**config.mk**
```make
export PLATFORM = sky130hd
export DESIGN_NAME = seq_divider8_flat
export DESIGN_NICKNAME = d
export VERILOG_FILES = /design/src/rtl/div_pkg.sv /design/src/rtl/seq_divider8_if.sv /design/src/rtl/div_trial_sub.sv /design/src/rtl/fulladder.sv /design/src/rtl/seq_divider8.sv /design/src/flat_wrapper.sv
export SDC_FILE = /design/constraint.sdc
export NUM_CORES = 1
export LEC_CHECK = 0
export CAP_MARGIN = 20
export CORE_MARGIN = 2
export CORE_UTILIZATION = 56
export CTS_CLUSTER_DIAMETER = 200
export CTS_CLUSTER_SIZE = 24
export DETAILED_ROUTE_END_ITERATION = 16
export PLACE_DENSITY_LB_ADDON = 0.3
export SLEW_MARGIN = 15
export SYNTH_ARGS = -nofsm -noshare
export SYNTH_HDL_FRONTEND = slang
export SYNTH_SLANG_ARGS = --single-unit
```
**constraint.sdc**
```tcl
create_clock -name clk -period 5.9 [get_ports clk]
set_input_delay 1.18 -clock clk [delete_from_list [all_inputs] [get_ports clk]]
set_output_delay 1.18 -clock clk [all_outputs]
set_load 0.005 [all_outputs]
```
**src/rtl/div_pkg.sv**
```systemverilog
// Shared types and constants for the sequential restoring divider.
// Holds the FSM state enum, default width and divide-by-zero quotient.
package div_pkg;

  localparam int DEF_WIDTH = 8;
  localparam int MAX_WIDTH = 16;

  // Quotient reported for x / 0; sliced down to the instance width.
  localparam logic [MAX_WIDTH-1:0] DBZ_QUOT = '1;

  typedef enum logic [1:0] {
    IDLE,
    RUN,
    DONE
  } state_e;

endpackage

```
**src/rtl/seq_divider8_if.sv**
```systemverilog
// Divider request/result bundle.
// master drives start/dividend/divisor; slave returns busy/done/results.
interface seq_divider8_if
  import div_pkg::*;
#(
  parameter int WIDTH = DEF_WIDTH
);

  logic             start;
  logic [WIDTH-1:0] dividend;
  logic [WIDTH-1:0] divisor;
  logic             busy;
  logic             done;
  logic [WIDTH-1:0] quotient;
  logic [WIDTH-1:0] remainder;
  logic             div_by_zero;

  modport master (
    output start, dividend, divisor,
    input  busy, done, quotient,
    input  remainder, div_by_zero
  );

  modport slave (
    input  start, dividend, divisor,
    output busy, done, quotient,
    output remainder, div_by_zero
  );

endinterface

```
**src/rtl/div_trial_sub.sv**
```systemverilog
// WIDTH+1-bit ripple trial subtractor: minuend - {0,subtrahend}.
// Ports: minuend, subtrahend in; diff (low WIDTH bits), neg (sign) out.
module div_trial_sub
  import div_pkg::*;
#(
  parameter int WIDTH = DEF_WIDTH
) (
  input  logic [WIDTH:0]   minuend,
  input  logic [WIDTH-1:0] subtrahend,
  output logic [WIDTH-1:0] diff,
  output logic             neg
);

  logic [WIDTH:0] c;

  assign c[0] = 1'b1;

  for (genvar i = 0; i < WIDTH; i++) begin : g_fa
    fulladder u_fa (
      .a  (minuend[i]),
      .b  (~subtrahend[i]),
      .ci (c[i]),
      .s  (diff[i]),
      .co (c[i+1])
    );
  end

  // Top bit subtracts the zero extension (inverted to 1);
  // its carry-out is not needed, only the sign.
  assign neg = ~(minuend[WIDTH] ^ c[WIDTH]);

endmodule

```
**src/rtl/fulladder.sv**
```systemverilog
// One-bit full adder cell.
// Ports: a, b, ci in; s (sum), co (carry) out.
module fulladder (
  input  logic a,
  input  logic b,
  input  logic ci,
  output logic s,
  output logic co
);

  assign s  = a ^ b ^ ci;
  assign co = (a & b) | (ci & (a ^ b));

endmodule

```
**src/rtl/seq_divider8.sv**
```systemverilog
// Sequential unsigned restoring divider, one quotient bit per clock.
// Ports: clk, rst (sync, high), bus (slave: start/operands in, results out).
module seq_divider8
  import div_pkg::*;
#(
  parameter int WIDTH = DEF_WIDTH
) (
  input logic           clk,
  input logic           rst,
  seq_divider8_if.slave bus
);

  localparam int CW = (WIDTH > 1) ? $clog2(WIDTH) : 1;

  state_e           state_q, state_d;
  logic [CW-1:0]    cnt_q, cnt_d;
  logic [WIDTH-1:0] r_q, r_d;
  logic [WIDTH-1:0] q_q, q_d;
  logic [WIDTH-1:0] dvs_q, dvs_d;
  logic [WIDTH-1:0] quo_q, quo_d;
  logic [WIDTH-1:0] rem_q, rem_d;
  logic             dbz_q, dbz_d;

  logic [WIDTH:0]   r_sh;
  logic [WIDTH-1:0] diff;
  logic             neg;

  // Partial remainder stays below the divisor, so its top bit
  // is always zero and only WIDTH bits are stored.
  assign r_sh = {r_q, q_q[WIDTH-1]};

  div_trial_sub #(
    .WIDTH (WIDTH)
  ) u_sub (
    .minuend    (r_sh),
    .subtrahend (dvs_q),
    .diff       (diff),
    .neg        (neg)
  );

  always_comb begin
    state_d = state_q;
    cnt_d   = cnt_q;
    r_d     = r_q;
    q_d     = q_q;
    dvs_d   = dvs_q;
    quo_d   = quo_q;
    rem_d   = rem_q;
    dbz_d   = dbz_q;
    unique case (state_q)
      IDLE, DONE: begin
        state_d = IDLE;
        if (bus.start) begin
          dvs_d = bus.divisor;
          q_d   = bus.dividend;
          r_d   = '0;
          if (bus.divisor == '0) begin
            state_d = DONE;
            cnt_d   = '0;
            quo_d   = DBZ_QUOT[WIDTH-1:0];
            rem_d   = bus.dividend;
            dbz_d   = 1'b1;
          end else begin
            state_d = RUN;
            cnt_d   = CW'(WIDTH - 1);
          end
        end
      end
      RUN: begin
        r_d = neg ? r_sh[WIDTH-1:0] : diff;
        q_d = {q_q[WIDTH-2:0], ~neg};
        if (cnt_q == '0) begin
          state_d = DONE;
          quo_d   = q_d;
          rem_d   = r_d;
          dbz_d   = 1'b0;
        end else begin
          cnt_d = cnt_q - CW'(1);
        end
      end
      default: state_d = IDLE;
    endcase
  end

  always_ff @(posedge clk) begin
    if (rst) begin
      state_q <= IDLE;
      cnt_q   <= '0;
      r_q     <= '0;
      q_q     <= '0;
      dvs_q   <= '0;
      quo_q   <= '0;
      rem_q   <= '0;
      dbz_q   <= 1'b0;
    end else begin
      state_q <= state_d;
      cnt_q   <= cnt_d;
      r_q     <= r_d;
      q_q     <= q_d;
      dvs_q   <= dvs_d;
      quo_q   <= quo_d;
      rem_q   <= rem_d;
      dbz_q   <= dbz_d;
    end
  end

  assign bus.busy        = (state_q == RUN);
  assign bus.done        = (state_q == DONE);
  assign bus.quotient    = quo_q;
  assign bus.remainder   = rem_q;
  assign bus.div_by_zero = dbz_q;

endmodule

```
**src/flat_wrapper.sv**
```systemverilog
// flat-port wrapper written by rule: the top's interface ports become plain ports
module seq_divider8_flat import div_pkg::*;
#(
  parameter int WIDTH = DEF_WIDTH
)
  (clk, rst, bus_start, bus_dividend, bus_divisor, bus_busy, bus_done, bus_quotient, bus_remainder, bus_div_by_zero);
  seq_divider8_if #(.WIDTH(WIDTH)) bus_i ();
  input logic clk;
  input logic rst;
  input wire logic [$bits(bus_i.start)-1:0] bus_start;
  input wire logic [$bits(bus_i.dividend)-1:0] bus_dividend;
  input wire logic [$bits(bus_i.divisor)-1:0] bus_divisor;
  output wire logic [$bits(bus_i.busy)-1:0] bus_busy;
  output wire logic [$bits(bus_i.done)-1:0] bus_done;
  output wire logic [$bits(bus_i.quotient)-1:0] bus_quotient;
  output wire logic [$bits(bus_i.remainder)-1:0] bus_remainder;
  output wire logic [$bits(bus_i.div_by_zero)-1:0] bus_div_by_zero;
  assign bus_i.start = bus_start;
  assign bus_i.dividend = bus_dividend;
  assign bus_i.divisor = bus_divisor;
  assign bus_busy = bus_i.busy;
  assign bus_done = bus_i.done;
  assign bus_quotient = bus_i.quotient;
  assign bus_remainder = bus_i.remainder;
  assign bus_div_by_zero = bus_i.div_by_zero;
  seq_divider8 #(.WIDTH(WIDTH)) u_core (.clk(clk), .rst(rst), .bus(bus_i));
endmodule
```
# ---- After elaboration in Yosys (flattened, before gate mapping)
# Index checks and enable logic that the tools add are counted.
dict set report op_classes {
  addsub 1
  n_eq_ne 6
  n_mux 25
  bitwise 48
  n_reduce_logical 9
}
# cell n
set ops {}
lappend ops {{$mux 8} 9}
lappend ops {{$pmux 8 s2} 4}
lappend ops {{$xor 1x1->1} 16}
lappend ops {{$and 1x1->1} 15}
lappend ops {{$mux 3} 3}
lappend ops {{$not 1->1} 9}
lappend ops {{$logic_not 8->1} 1}
lappend ops {{$or 1x1->1} 8}
lappend ops {{$mux 2} 3}
lappend ops {{$pmux 3 s2} 1}
lappend ops {{$ne 2x1->1 const B} 2}
lappend ops {{$ne 2x2->1 const B} 2}
lappend ops {{$pmux 2 s2} 1}
lappend ops {{$reduce_and 2->1} 2}
lappend ops {{$reduce_and 4->1} 1}
lappend ops {{$logic_not 3->1} 1}
lappend ops {{$mux 1} 3}
lappend ops {{$reduce_and 3->1} 1}
lappend ops {{$sub 3x1->3 const B} 1}
lappend ops {{$eq 2x1->1 const B} 1}
lappend ops {{$eq 2x2->1 const B} 1}
lappend ops {{$logic_not 2->1} 1}
lappend ops {{$pmux 1 s2} 1}
lappend ops {{$reduce_bool 2->1} 1}
lappend ops {{$reduce_or 2->1} 1}
dict set report word_totals {
  regBits 46
  out_inout_bits 19
  elab_cells 97
}

# ---- Depth between registers and ports, before layout
# Gate-level depths: netlist of run 1.
dict set report logic_depth {
  depth_word 21
  depth_mapped 16
  mapped_depth_nobuf 16
}

# ---- Cells and area by module
# From an unflattened synthesis of run 1, not the netlist that was laid out.
dict set report hier_totals {
  cells_unflattened 251
  area_unflattened_um2 2267.2
}
# module instances cells_each area_each_um2 seq_area_each_um2
set modules_own_cells {}
lappend modules_own_cells {seq_divider8 1 233 2064.5 920.9}
lappend modules_own_cells {fulladder 8 1 20.0 0.0}
lappend modules_own_cells {div_trial_sub 1 10 42.5 0.0}

# ---- Worst setup path after synthesis of run 1
# OpenSTA, ideal clock, no wires.
dict set report synth_timing {
  kind {flip-flop to flip-flop}
  startpoint {register u_core.q_q[7]}
  endpoint {register u_core.rem_q[0] (netlist: u_core.bus.remainder[0])}
  arrival_ns 3.571
  t_required_ns 5.764
  path_slack_ns 2.193
  path_stages_with_launch 17
  period_less_slack_ns 3.707
  cell_sequence {dfxtp_1 -> inv_1 -> ha_1 -> inv_1 -> fa_1 -> inv_1 -> fa_1 -> fa_1 -> fa_1 -> inv_1 -> fa_1 -> fa_1 -> fa_1 -> xnor2_1 -> nor3_1 -> a2111oi_0 -> a211oi_1}
}
dict set report synth_via {
  elab_chain_cells 20
}
# element line_no
set synth_rtl {}
lappend synth_rtl {{start: declaration} seq_divider8.sv:18} ;# logic [WIDTH-1:0] q_q, q_d;
lappend synth_rtl {{start signal: assignment} seq_divider8.sv:99} ;# q_q <= q_d;
lappend synth_rtl {{$and 1x1->1 or $xor 1x1->1 (tied branches)} {fulladder.sv:12, fulladder.sv:11}}
lappend synth_rtl {{$or 1x1->1} fulladder.sv:12} ;# assign co = (a & b) | (ci & (a ^ b));
lappend synth_rtl {{$and 1x1->1} fulladder.sv:12}
lappend synth_rtl {{$or 1x1->1} fulladder.sv:12}
lappend synth_rtl {{$and 1x1->1} fulladder.sv:12}
lappend synth_rtl {{$or 1x1->1} fulladder.sv:12}
lappend synth_rtl {{$and 1x1->1} fulladder.sv:12}
lappend synth_rtl {{$or 1x1->1} fulladder.sv:12}
lappend synth_rtl {{[4 not listed]} n/a}
lappend synth_rtl {{$and 1x1->1} fulladder.sv:12}
lappend synth_rtl {{$or 1x1->1} fulladder.sv:12}
lappend synth_rtl {{$and 1x1->1} fulladder.sv:12}
lappend synth_rtl {{$or 1x1->1} fulladder.sv:12}
lappend synth_rtl {{$xor 1x1->1} div_trial_sub.sv:30} ;# assign neg = ~(minuend[WIDTH] ^ c[WIDTH]);
lappend synth_rtl {{$mux 8 (*)} seq_divider8.sv:70} ;# r_d = neg ? r_sh[WIDTH-1:0] : diff;
lappend synth_rtl {{$mux 8 (*)} seq_divider8.sv:72} ;# if (cnt_q == '0) begin
lappend synth_rtl {{$pmux 8 s2 (*)} seq_divider8.sv:50} ;# unique case (state_q)
lappend synth_rtl {{end signal: assignment} seq_divider8.sv:102} ;# rem_q <= rem_d;
lappend synth_rtl {{end: declaration} seq_divider8.sv:21} ;# logic [WIDTH-1:0] rem_q, rem_d;
# Every way passes the cells marked *; elsewhere a longest branch is shown, timed or not. The select of a mux whose other input is x is not followed.
# A chain may end at the register's enable or synchronous reset.

# ---- Worst setup path in the final report of run 1
dict set report layout_timing {
  startpoint {register u_core.q_q[7]}
  endpoint {register u_core.rem_q[3] (netlist: u_core.bus.remainder[3])}
}
dict set report layout_via {
  elab_chain_cells 20
}
# element line_no
set layout_rtl {}
lappend layout_rtl {{$and 1x1->1 or $xor 1x1->1 (tied branches)} fulladder.sv:12}
lappend layout_rtl {{$or 1x1->1 (*)} fulladder.sv:12}
lappend layout_rtl {{$and 1x1->1 (*)} fulladder.sv:12}
lappend layout_rtl {{$or 1x1->1 (*)} fulladder.sv:12}
lappend layout_rtl {{$and 1x1->1 (*)} fulladder.sv:12}
lappend layout_rtl {{$or 1x1->1 (*)} fulladder.sv:12}
lappend layout_rtl {{$and 1x1->1} fulladder.sv:12}
lappend layout_rtl {{$or 1x1->1} fulladder.sv:12}
lappend layout_rtl {{[4 not listed]} n/a}
lappend layout_rtl {{$and 1x1->1} fulladder.sv:12}
lappend layout_rtl {{$or 1x1->1} fulladder.sv:12}
lappend layout_rtl {{$and 1x1->1} fulladder.sv:12}
lappend layout_rtl {{$or 1x1->1} fulladder.sv:12}
lappend layout_rtl {{$xor 1x1->1} div_trial_sub.sv:30}
lappend layout_rtl {{$mux 8 (*)} seq_divider8.sv:70}
lappend layout_rtl {{$mux 8 (*)} seq_divider8.sv:72}
lappend layout_rtl {{$pmux 8 s2 (*)} seq_divider8.sv:50}
# Marked as above.

==> results.sh, run 1 <==
export IMPL_setup_tns_ns=0
export IMPL_routed_wl_met3_um=337
export IMPL_design_area_um2=2655
export IMPL_power_mw=0.7333
export IMPL_period_share_pct=70.76
export IMPL_cts_buffer_depth=2
export IMPL_rsz0062_at_grt="false"
export IMPL_p_leak_nw=0.9906
export IMPL_track_usage_pct=25.12
export IMPL_cts_buffers=5
export IMPL_required_ns=6.07
export IMPL_fill_cells=296
export IMPL_synth_edff_count=0
export IMPL_slowest_stage="xnor2_1"
export IMPL_critPathTopFamily="adder cells"
export IMPL_gp_congestion=0.8807
export IMPL_wl_met2_um=2395
export IMPL_power_density_nw_per_um2=276.2
export IMPL_hold_class="flop to flop"
export IMPL_wl_per_cell_um=15.36
export IMPL_cts_sinks=46
export IMPL_maxCapViolCount=0
export IMPL_finalSetupViolations=0
export IMPL_crit_path_start_kind="flop"
export IMPL_yosys_warnings=0
export IMPL_die_w_um=66.51
export IMPL_tightest_slew_ns=0.8282
export IMPL_clock_skew_ns=0.004932
export IMPL_async_flop_share_pct=0
export IMPL_crit_top_cell="fa_1"
export IMPL_rows=22
export IMPL_drt_first_iter_violations=240
export IMPL_post_dp_cell_area_um2=2579
export IMPL_core_area_um2=3716
export IMPL_area_growth_syn_to_layout_pct=21.33
export IMPL_fmax_mhz=239.5
export IMPL_die_height_um=66.51
export IMPL_holdPathStages=2
export IMPL_drt_total_wl_um=5006
export IMPL_final_nets=307
export IMPL_antenna_cells=0
export IMPL_postCtsSetupBuffers=0
export IMPL_ir_drop_v=0.0001973
export IMPL_dp_hpwl_um=3477
export IMPL_clk_latency_ns=0.29
export IMPL_rrSetupSlack_ns=1.73
export IMPL_slowest_delay_ns=0.55
export IMPL_vias_per_cell=5.788
export IMPL_met1_length_um=2177
export IMPL_maxSlewHeadroom_pct=44.79
export IMPL_clock_root_buffer="clkbuf_8"
export IMPL_stdcell_count=326
export IMPL_die_area_um2=4424
export IMPL_yosys_most_used_dff="dfxtp_1"
export IMPL_cp_max_fo=6
export IMPL_yosys_top_cells_count="46 x dfxtp_1, 32 x nand2_1, 28 x inv_1"
export IMPL_cts_resized=0
export IMPL_initial_core_util_pct=58.89
export IMPL_worstSetupPathType="flop to flop"
export IMPL_grt_pass1_vias=1765
export IMPL_synthesis_instances=246
export IMPL_crit_chain="inv_1 -> ha_1 -> inv_1 -> fa_1 -> inv_1 -> fa_1 -> fa_1 -> fa_1 -> inv_1 -> fa_1 -> fa_1 -> fa_1 -> xnor2_1 -> nor3_1 -> a2111oi_0 -> a211oi_1"
export IMPL_crit_buf_inv=4
export IMPL_synth_most_common_cell="dfxtp_1"
export IMPL_dr_pass1_iters=4
export IMPL_dp_cells=319
export IMPL_ys_ff_latch=46
export IMPL_status="finished, final reports clean"
export IMPL_drive_gt1_share_pct=6.475
export IMPL_cp_arrival_ns=4.34
export IMPL_period_needed_ns=4.175
export IMPL_routed_top_layer="met4"
export IMPL_ant_nets=0
export IMPL_endpoint_kind="flop"
export IMPL_synth_seq_area_share_pct=42.08
export IMPL_io_pins=38
export IMPL_syn_avg_cell_area_um2=8.896
export IMPL_r2r_cells=16
export IMPL_antenna_found_initial=0
export IMPL_path_clk_slew_ns=0.08
export IMPL_final_util_pct=71.45
export IMPL_cts_tree="done"
export IMPL_cts_htree_levels=2
export IMPL_hold_violations=0
export IMPL_synth_top_area_cell="dfxtp_1"
export IMPL_syn_nets=275
export IMPL_drc=0
export IMPL_portBuffers=37
export IMPL_via_count=1887
export IMPL_crit_cells=16
export IMPL_grt_pass1_wl_um=8355
export IMPL_netlist_area_leader_share_pct=42.08
export IMPL_overflow=0
export IMPL_synth_area_um2=2188
export IMPL_drv_slew=0
export IMPL_yosysUniqueCellTypes=31
export IMPL_grt_max_degree=37
export IMPL_synth_area_top_cells="dfxtp_1 42%, fa_1 6.4%, nand2_1 5.5%"
export IMPL_ctsHoldBuffers=0
-- placed cells by master (no fill, tap or decap) --
master | synthesis | routed
a2111oi_0 | 4 | 4
a211oi_1 | 11 | 11
a211oi_2 | 4 | 4
a21oi_1 | 11 | 11
a221oi_1 | 1 | 1
a221oi_2 | 1 | 1
a2bb2oi_1 | 3 | 3
a311oi_1 | 7 | 7
a31o_1 | 4 | 4
a31oi_2 | 1 | 1
and3_1 | 3 | 3
and3b_1 | 1 | 1
buf_4 | 0 | 4
clkbuf_1 | 8 | 2
clkbuf_8 | 0 | 5
clkdlybuf4s50_1 | 0 | 37
dfxtp_1 | 46 | 46
fa_1 | 7 | 7
ha_1 | 3 | 3
inv_1 | 28 | 28
mux2i_1 | 4 | 4
nand2_1 | 32 | 32
nand2b_1 | 3 | 3
nor2_1 | 25 | 25
nor2b_1 | 2 | 2
nor3_1 | 10 | 10
nor4_2 | 2 | 2
o211a_1 | 3 | 3
o21ai_0 | 5 | 5
o22ai_1 | 3 | 3
o31a_1 | 4 | 4
xnor2_1 | 1 | 1
xor2_4 | 1 | 1
-- worst register-to-register path: stages, from the launching register on --
cell       delay, ns
dfxtp_1         0.31
inv_1           0.07
ha_1            0.14
inv_1           0.05
fa_1            0.35
inv_1           0.08
fa_1            0.19
fa_1            0.19
fa_1            0.17
inv_1           0.05
fa_1            0.38
fa_1            0.39
fa_1            0.48
xnor2_1         0.55
nor3_1          0.17
a2111oi_0       0.39
a211oi_1        0.10
-- report_power, final --
part | total, mW | internal, mW | switching (mW)
combinational | 0.195 | 0.0888 | 0.106
sequential | 0.356 | 0.338 | 0.0181
clock | 0.183 | 0.0818 | 0.101
total | 0.733 | 0.508 | 0.225
-- registers in the layout (all words and copies together) (netlist names) --
signal,count
u_core.bus.div_by_zero,1
u_core.bus.quotient,8
u_core.bus.remainder,8
u_core.cnt_q,3
u_core.dvs_q,8
u_core.q_q,8
u_core.r_q,8
u_core.state_q,2
-- final timing paths --
path / from / to
min reg2reg: u_core.bus.quotient[3] / u_core.bus.quotient[3]
max reg2reg: u_core.q_q[7] / u_core.bus.remainder[3]
min: u_core.bus.quotient[3] / u_core.bus.quotient[3]
max: u_core.q_q[7] / u_core.bus.remainder[3]
-- metrics by stage --
stage / setup WS [ns] / hold slack (ns)
2_1_floorplan: 2.193 / 0.4363
3_3_place_gp: 1.974 / 0.4389
3_5_place_dp: 1.736 / 0.4407
4_1_cts: 1.724 / 0.4552
5_1_grt: 1.336 / 0.4774
6_report: 1.725 / 0.4536
-- cell type report --
| class | instances | area (µm²) | area share, % |
|---|---|---|---|
| Timing Repair Buffer | 41 | 400.4 | 15.08 |
| Sequential cell | 46 | 920.9 | 34.68 |
| Multi-Input combinational cell | 156 | 1092 | 41.14 |
| Tap cell | 48 | 60.06 | 2.262 |
| Clock buffer | 7 | 76.32 | 2.875 |
| Inverter | 28 | 105.1 | 3.959 |
-- cell families (layout without fill, tap and decap cells) --
group / after synthesis / after routing / synth area share (%)
adder cells (fa/ha/maj): 10 / 10 / 8.119
AND/OR/NAND/NOR: 78 / 78 / 15.90
multiplexers: 4 / 4 / 1.830
flip-flops: 46 / 46 / 42.08
AO/OA/AOI/OAI: 62 / 62 / 22.41
buffers and inverters: 44 / 76 / 8.005
XOR/XNOR: 2 / 2 / 1.658
-- per-layer routing --
metal / up-vias / GRT usage (%)
met5: - / 0
met3: 14 / 4.730
met4: 0 / 10.20
li1: 907 / -
met2: 71 / 40.25
met1: 895 / 33.30
Power figures use the tool's default switching activity.
==> run 2, diff against run 1 <==
--- a/config.mk
+++ b/config.mk
@@ -7,7 +7,7 @@
 export LEC_CHECK = 0
 export CAP_MARGIN = 20
 export CORE_MARGIN = 2
-export CORE_UTILIZATION = 56
+export CORE_UTILIZATION = 52
 export CTS_CLUSTER_DIAMETER = 200
 export CTS_CLUSTER_SIZE = 24
 export DETAILED_ROUTE_END_ITERATION = 16
==> constraint.sdc (replaced) <==
create_clock -name clk -period 4 [get_ports clk]
set_input_delay 0.8 -clock clk [delete_from_list [all_inputs] [get_ports clk]]
set_output_delay 0.8 -clock clk [all_outputs]
set_load 0.005 [all_outputs]
==> results.sh, run 2 (synthesis results as in run 1) <==
export IMPL_maxCapViolCount=0
export IMPL_maxSlewHeadroom_pct=42.91
export IMPL_antenna_cells=0
export IMPL_io_pins=38
export IMPL_period_needed_ns=3.890
export IMPL_crit_buf_inv=5
export IMPL_place_ws_ns=-0.005747
export IMPL_via_count=1856
export IMPL_ctsHoldBuffers=0
export IMPL_required_ns=4.20
export IMPL_initial_core_util_pct=54.32
export IMPL_clock_root_buffer="clkbuf_8"
export IMPL_grt_max_degree=37
export IMPL_cts_sinks=46
export IMPL_slowest_stage="fa_1"
export IMPL_p_leak_nw=1.025
export IMPL_r2r_cells=17
export IMPL_hold_violations=0
export IMPL_antenna_found_initial=0
export IMPL_layout_common_cells="46 x dfxtp_1, 37 x clkdlybuf4s50_1, 32 x nand2_1, 28 x inv_1, 25 x nor2_1"
export IMPL_cts_htree_levels=2
export IMPL_rows=23
export IMPL_ant_nets=0
export IMPL_drt_first_iter_violations=89
export IMPL_cts_buffers=5
export IMPL_vias_per_cell=5.590
export IMPL_cp_max_fo=7
export IMPL_cts_buffer_depth=2
export IMPL_dr_pass1_iters=4
export IMPL_die_w_um=68.87
export IMPL_final_nets=310
export IMPL_tightest_slew_ns=0.8564
export IMPL_slowest_delay_ns=0.39
export IMPL_clock_skew_ns=0.005788
export IMPL_core_area_um2=4029
export IMPL_cts_tree="done"
export IMPL_crit_start="u_core.q_q[7]"
export IMPL_track_usage_pct=22.60
export IMPL_drc=0
export IMPL_power_density_nw_per_um2=434.3
export IMPL_wl_per_cell_um=15.29
export IMPL_cp_arrival_ns=4.09
export IMPL_min_to="u_core.bus.quotient[7]"
export IMPL_rrSetupSlack_ns=0.11
export IMPL_ir_drop_v=0.0002380
export IMPL_gp_congestion=0.9066
export IMPL_final_common_cell="dfxtp_1"
export IMPL_overflow=0
export IMPL_r2r_start="u_core.q_q[7]"
export IMPL_drive_gt1_share_pct=11.35
export IMPL_design_area_um2=2761
export IMPL_hold_class="flop to flop"
export IMPL_finalSetupViolations=0
export IMPL_grt_pass1_wl_um=7845
export IMPL_crit_path_start_kind="flop"
export IMPL_area_growth_syn_to_layout_pct=26.19
export IMPL_worst_slack_ns=0.1097
export IMPL_holdPathStages=2
export IMPL_grt_pass1_vias=1709
export IMPL_post_dp_cell_area_um2=2596
export IMPL_crit_chain="inv_1 -> ha_1 -> inv_1 -> fa_1 -> inv_1 -> fa_1 -> fa_1 -> fa_1 -> inv_1 -> fa_2 -> fa_2 -> fa_2 -> xor2_4 -> buf_12 -> mux2i_2 -> a211oi_2 -> a31o_1"
export IMPL_die_height_um=68.87
export IMPL_portBuffers=37
export IMPL_drv_slew=0
export IMPL_clk_latency_ns=0.30
export IMPL_fmax_mhz=257.0
export IMPL_endpoint_kind="flop"
export IMPL_period_share_pct=97.26
export IMPL_status="finished, final reports clean"
export IMPL_r2r_end="u_core.bus.remainder[5]"
export IMPL_hp_start="u_core.bus.quotient[7]"
export IMPL_worstSetupPathType="flop to flop"
export IMPL_dp_hpwl_um=3366
export IMPL_critPathTopFamily="adder cells"
export IMPL_drt_total_wl_um=5077
export IMPL_path_clk_slew_ns=0.09
export IMPL_die_area_um2=4743
==> run 2: worst reg2reg max path, delay by kind of cell (launching register included) <==
kind,cells,cell delay (ns)
xor+xnor,1,0.20
fa+ha+maj,8,2.19
flops,1,0.37
mux,1,0.29
compound gates,2,0.32
buf+inv,5,0.43
==> run 2: timing repair <==
item	4_1_cts	5_1_grt
buffers inserted	0	1
resized for setup	1	10
setup endpoints to repair	3	12
pin swaps	0	3
==> run 2: cell type report <==
type,instances,area [µm²]
Fill cell,344,1267
Multi-Input combinational cell,156,1127
Sequential cell,46,920.9
Timing Repair Buffer,44,435.4
Clock buffer,8,110.1
Inverter,28,105.1
Tap cell,50,62.56
==> run 2: report_power, final <==
part           switching, mW  internal [mW]  total, mW
Sequential            0.0273          0.498      0.525
Combinational          0.171          0.170      0.340
Clock                  0.159          0.175      0.334
Total                  0.357          0.842       1.20
==> run 2: how the worst max path moves through the flow <==
| stage | end | slack [ns] | cells after the start |
|---|---|---|---|
| 2_1_floorplan | u_core.bus.remainder[0] | 0.29 | 16 |
| 3_3_place_gp | u_core.bus.remainder[6] | 0.16 | 16 |
| 3_5_place_dp | u_core.bus.remainder[2] | -0.006 | 17 |
| 4_1_cts | u_core.bus.remainder[5] | 0.0009 | 16 |
| 5_1_grt | u_core.bus.remainder[5] | -0.05 | 17 |
| 6_report | u_core.bus.remainder[5] | 0.11 | 17 |
==> run 2: through the flow <==
| step | hold slack [ns] | power (mW) | instances | TNS (ns) | util (%) |
|---|---|---|---|---|---|
| finish | 0.4559 | 1.199 | 332 | 0 | 68.54 |
| detailed placement | 0.4463 | 0.8307 | 323 | -0.005747 | 64.44 |
| global placement | 0.4401 | 0.8238 | 323 | 0 | 64.44 |
| CTS | 0.4586 | 1.165 | 331 | 0 | 67.36 |
| floorplan | 0.4363 | 0.7199 | 246 | 0 | - |
| global route | 0.4763 | 1.258 | 332 | -0.1785 | 68.54 |
==> run 2: per-layer routing <==
metal | vias to the layer above | GRT usage (%) | wire length, µm
met2 | 63 | 35.10 | 2379
met1 | 872 | 30.56 | 2277
met4 | 0 | 10.29 | 104
li1 | 911 | - | -
met5 | - | 0 | 0
met3 | 10 | 4.221 | 316
